## config.mk

```make
export PLATFORM = sky130hd
export DESIGN_NAME = demux_dispatch
export DESIGN_NICKNAME = d
export VERILOG_FILES = /design/src/rtl/demux_dispatch.sv
export SDC_FILE = /design/constraint.sdc
export NUM_CORES = 1
export LEC_CHECK = 0
export CORE_AREA = 2 2 63 65
export CTS_BUF_LIST = sky130_fd_sc_hd__clkbuf_8 sky130_fd_sc_hd__clkbuf_16
export CTS_CLUSTER_SIZE = 40
export DETAILED_ROUTE_END_ITERATION = 7
export DIE_AREA = 0 0 65 67
export GPL_ROUTABILITY_DRIVEN = 0
export PLACE_DENSITY_LB_ADDON = 0.25
export SETUP_SLACK_MARGIN = 0.4
export SLEW_MARGIN = 20
export SYNTH_ARGS = -nofsm -noshare
export SYNTH_HDL_FRONTEND = slang
export SYNTH_SLANG_ARGS = --single-unit
```

## constraint.sdc

```tcl
create_clock -name clk -period 1.8 [get_ports clk]
set_clock_uncertainty 0.2 [all_clocks]
set_input_delay 0.27 -clock clk [delete_from_list [all_inputs] [get_ports clk]]
set_output_delay 0.27 -clock clk [all_outputs]
set_load 0.01 [all_outputs]
```

## src/rtl/demux_dispatch.sv

```systemverilog
// rtl/demux_dispatch.sv - round-robin single-word dispatcher feeding demux
//
// Purpose: holds one upstream word and steers it to one of N = 2**SEL_W
// downstream channels. It drives demux.sel and the one-hot channel valids,
// and honours per-channel backpressure.
// Optional feature: define DISPATCH_SKIP_EN for work-conserving selection,
// where a stalled channel is skipped. When it is undefined the dispatcher
// uses strict round-robin order.
//
// Ports:
//   clk        in  1       rising-edge clock
//   rst_n      in  1       asynchronous active-low reset
//   in_valid   in  1       upstream word valid
//   in_data    in  DATA_W  upstream word
//   in_ready   out 1       word accepted on this edge if in_valid
//   ch_ready   in  N       per-channel ready from consumers
//   sel        out SEL_W   channel index for demux.sel
//   out_valid  out N       one-hot channel valid
//   out_data   out DATA_W  held word, broadcast to all channels
//   xfer_cnt   out CNT_W   completed dispatches, wraps silently
module demux_dispatch #(
  parameter int SEL_W  = 2,
  parameter int DATA_W = 8,
  parameter int CNT_W  = 16
) (
  input  logic                  clk,
  input  logic                  rst_n,
  input  logic                  in_valid,
  input  logic [DATA_W-1:0]     in_data,
  output logic                  in_ready,
  input  logic [(2**SEL_W)-1:0] ch_ready,
  output logic [SEL_W-1:0]      sel,
  output logic [(2**SEL_W)-1:0] out_valid,
  output logic [DATA_W-1:0]     out_data,
  output logic [CNT_W-1:0]      xfer_cnt
);

  localparam int N = 2**SEL_W;

  // The state is exactly buf_valid: EMPTY means no word is held.
  typedef enum logic {EMPTY = 1'b0, FULL = 1'b1} state_t;

  state_t              state_q, state_d;
  logic [DATA_W-1:0]   buf_data;
  logic [SEL_W-1:0]    ptr;
  logic [SEL_W-1:0]    target;
  logic                buf_valid;
  logic                fire;
  logic                load;

  assign buf_valid = (state_q == FULL);

`ifdef DISPATCH_SKIP_EN
  // Search the channels in rotating order, starting at ptr. The first ready
  // one wins. If no channel is ready, the target stays at ptr so that sel
  // is stable while everything is stalled.
  logic [SEL_W-1:0] idx;
  logic             found;
  always_comb begin
    target = ptr;
    found  = 1'b0;
    idx    = ptr;
    for (int i = 0; i < N; i++) begin
      idx = ptr + SEL_W'(i);
      if (!found && ch_ready[idx]) begin
        target = idx;
        found  = 1'b1;
      end
    end
  end
`else
  assign target = ptr;
`endif

  assign fire      = buf_valid & ch_ready[target];
  // The consumer's ready propagates combinationally to in_ready. This path
  // lets a word be accepted and another dispatched on the same edge.
  assign in_ready  = rst_n & (~buf_valid | fire);
  assign sel       = buf_valid ? target : ptr;
  assign out_valid = buf_valid ? (N'(1) << sel) : '0;
  assign out_data  = buf_data;

  always_comb begin
    state_d = state_q;
    load    = 1'b0;
    case (state_q)
      EMPTY: begin
        if (in_valid) begin
          load    = 1'b1;
          state_d = FULL;
        end
      end
      FULL: begin
        if (fire) begin
          if (in_valid) begin
            load = 1'b1;
          end else begin
            state_d = EMPTY;
          end
        end
      end
      default: state_d = EMPTY;
    endcase
  end

  always_ff @(posedge clk or negedge rst_n) begin
    if (!rst_n) begin
      state_q  <= EMPTY;
      buf_data <= '0;
      ptr      <= '0;
      xfer_cnt <= '0;
    end else begin
      state_q <= state_d;
      if (load) begin
        buf_data <= in_data;
      end
      if (fire) begin
        ptr      <= target + SEL_W'(1);
        xfer_cnt <= xfer_cnt + CNT_W'(1);
      end
    end
  end

endmodule
```

==> key figures, run 1 <==
Critical path
  – Data arrival time of the critical path: between 1.5 and 2 ns
  – Flop2flop setup slack: -0.30 ns
  – Critical-path maximum fanout: 2
  – Startpoint kind of the worst setup timing path: flop
  – Crit Path Category: flop to output pin
  – Kind of end point of the critical path: output pin
  – Required time of the critical path: 1.33 ns

Floorplanning
  – Starting Density: 34.70%
  – Area of the placeable core: 0.003606 sq mm
  – Die span in x: 65 um
  – Total Die Area: 0.004355 sq mm
  – IO Pins: 46
  – Placement row count: 22
  – Die boundary height: 67 um

STA
  – Period utilisation layout: 118.5%
  – Hold violation count in the final report: 0
  – Setup repair after global routing missed its margin: true
  – Final count of negative-setup-slack endpoints: 30
  – Relative max-transition margin: 77.18%
  – Number of pins with negative max-slew slack in the final report: 0
  – Actual transition at the worst max-transition pin: about 0.34 ns
  – Setup ws final: -0.3324 ns
  – Post-layout min period: roughly 2.1 ns
  – Peak Freq: 0.4690 GHz
  – Fin Hold WS: 0.2361 ns

Outcome
  – Violations in the final reports: setup timing
  – Outcome: complete, but fails checks

Detailed routing
  – Uppermost layer routed: met4
  – Wire length on met1: 1397 um
  – Routed WL: 3122 um
  – Drt first pass iters: 2
  – Average detailed-routed wire length per instance: 12.74 um
  – Met2 layer wire length in the routed design: 1587 um
  – Via count: 1,065
  – Antenna violation net count after detailed routing: 0
  – DRC errors left: 0
  – Via-per-instance ratio: around 4.3
  – Detail Route met3 WL: 115 um
  – Starting DRC count in detailed routing: 34

Synthesis
  – Syn Nets: 125
  – Number of synthesized flops with an enable pin: 0
  – Share of synthesized flip-flops with an asynchronous set or reset: 100.0%
  – Leading register cell type out of synthesis: sky130_fd_sc_hd__dfrtp_1
  – Total standard cell area after synthesis: between 0.001 and 0.0015 sq mm
  – Sequential fraction of the synthesis area: 54.00%
  – Distinct cell type count after synthesis: 24
  – Synthesized netlist cell count: 105
  – Post-synthesis register bit count: 27
  – Yosys warning count: 0
  – Avg Inst Size Synth: 11.92 sq um

CTS
  – Root buffer selected by CTS: sky130_fd_sc_hd__clkbuf_8
  – Worst-skew pair later-pin latency: 0.27 ns
  – Clock tree from TritonCTS: yes
  – Clock-pin slew reported for the worst setup and hold paths after clock tree synthesis: 0.10 ns
  – TritonCTS sink count: 27
  – H-tree level count: 1
  – Number of clock buffers inserted by TritonCTS: 3
  – Clock Path Buffers: 2

Place
  – Post-DP HPWL: 1981 um
  – Pre-CTS setup slack: -0.6779 ns
  – IO buf count: between 40 and 50
  – Post-Place Cells: 209

Cells and area
  – Most frequent cells in the layout: sky130_fd_sc_hd__buf_4, sky130_fd_sc_hd__dfrtp_1, sky130_fd_sc_hd__buf_6
  – Leading cell type in the layout, fill and taps excluded: sky130_fd_sc_hd__buf_4
  – Final net count: 218
  – Share of post-route cells with drive strength above 1: 52.79%
  – Area Overhead vs Synth: 82.50%
  – Count of non-filler cells in the finished layout: ~250
  – Diode count: 0

Global route
  – Wire length of the first global-routing pass: 5154 um
  – Largest net degree at the start of global routing: 28
  – Number of antenna violations at the first check in global routing: 0
  – Global route overflow: 0
  – GRT Overall Usage: 15.54%
  – Via count of the first global-routing pass: approximately 1,100

Worst hold path
  – HP Class: input port to async pin

Job
  – Number of violations of the max-capacitance limit: 0

Pwr
  – LEAKAGE: 0.001108 uW
  – Maximum VDD drop: 0.7540 mV
  – Pwr dens: ~1300 mW/mm^2
[final timing paths]
check                                         from                 endpoint  cells after the start
max in group asynchronous                    rst_n       sel[0]$_DFFE_PN0N_                      2
min in group clk           out_data[2]$_DFFE_PN0P_  out_data[2]$_DFFE_PN0P_                      1
max reg2reg                     sel[0]$_DFFE_PN0N_  out_data[6]$_DFFE_PN0P_                      6
max                             sel[0]$_DFFE_PN0N_                 in_ready                      4
min reg2reg                out_data[2]$_DFFE_PN0P_  out_data[2]$_DFFE_PN0P_                      1
min                                          rst_n  xfer_cnt[2]$_DFFE_PN0N_                      2
[final cells by class]
type	instances	area, sq um
Clock inverter	1	3.754
Multi-Input combinational cell	69	681.9
Fill cell	297	1323
Inverter	8	35.03
Clock buffer	3	41.29
Timing Repair Buffer	89	783.3
Sequential cell	27	678.2
Tap cell	48	60.06
[flip-flops by register name, summed over array words and instances, names as in the netlist]
register	flops
xfer_cnt	16
sel	2
buf_valid	1
out_data	8
[where the power goes]
group	internal, uW	leakage, uW	switching, uW
Combinational	1050	0.000762	691
Clock	153	0.0000269	188
Sequential	794	0.000319	123
Total	2000	0.00111	1000
[worst max-delay path, stage by stage (launching register included)]
cell and delay, ns:
sky130_fd_sc_hd__dfrtp_2 0.38, sky130_fd_sc_hd__mux4_2 0.50, sky130_fd_sc_hd__or2_4 0.24, sky130_fd_sc_hd__and2_1 0.15
sky130_fd_sc_hd__buf_2 0.13
[cell families after synthesis]
group | count (synthesis) | synth area share (%)
adders and majority gates | 5 | 5.000
muxes | 9 | 9.000
buffers and inverters | 9 | 2.700
xor gates and xnor gates | 16 | 11.20
and+or+nand+nor | 38 | 17.70
DFF | 27 | 54.00
AOI/OAI and AO/OA | 1 | 0.3996
[what timing repair did]
item | CTS | global route
resized for setup | 130 | 26
endpoints found under the setup margin | 58 | 52
endpoints found under the hold margin | 0 | 0
setup buffers | 27 | 5
pin swaps | 1 | 1
hold buffers | 0 | 0
[per-stage QoR]
stage / total power, uW / util (%) / setup TNS (ns) / area [sq um]
floorplan: 1477 / - / -1.478 / 1290
global placement: 2141 / 52.64 / -8.597 / 1898
detailed placement: 2175 / 52.64 / -9.396 / 1898
CTS: 2872 / 61.83 / -3.380 / 2230
global route: 3205 / 63.32 / -6.799 / 2283
finish: 3000 / 63.32 / -4.833 / 2283
[metal layers]
metal	vias up	GRT usage [%]
met3	2	1.858
met2	25	26.42
met1	511	20.63
met5	-	0
li1	527	-
met4	0	4.787
[cell usage after synthesis, types with 2 or more instances]
| cell | instances | area share, % |
|---|---|---|
| sky130_fd_sc_hd__nand2_1 | 9 | 2.7 |
| sky130_fd_sc_hd__or3_1 | 2 | 1.0 |
| sky130_fd_sc_hd__mux2_1 | 8 | 7.2 |
| sky130_fd_sc_hd__ha_1 | 5 | 5.0 |
| sky130_fd_sc_hd__xnor2_1 | 10 | 7.0 |
| sky130_fd_sc_hd__nor2_1 | 3 | 0.90 |
| sky130_fd_sc_hd__xor2_1 | 6 | 4.2 |
| sky130_fd_sc_hd__nor3_1 | 5 | 2.0 |
| sky130_fd_sc_hd__nand3_1 | 2 | 0.80 |
| sky130_fd_sc_hd__inv_1 | 8 | 2.4 |
| sky130_fd_sc_hd__nand4_1 | 3 | 1.5 |
| sky130_fd_sc_hd__and2_1 | 6 | 3.0 |
| sky130_fd_sc_hd__dfrtp_1 | 27 | 54 |
(Power assumes the default switching activity.)
==> inputs of run 2 (changes only) <==
Settings changed: SLEW_MARGIN 20 to unset.
==> results of run 2 <==
The final DEF is identical to that of run 1; final timing and power are the same.
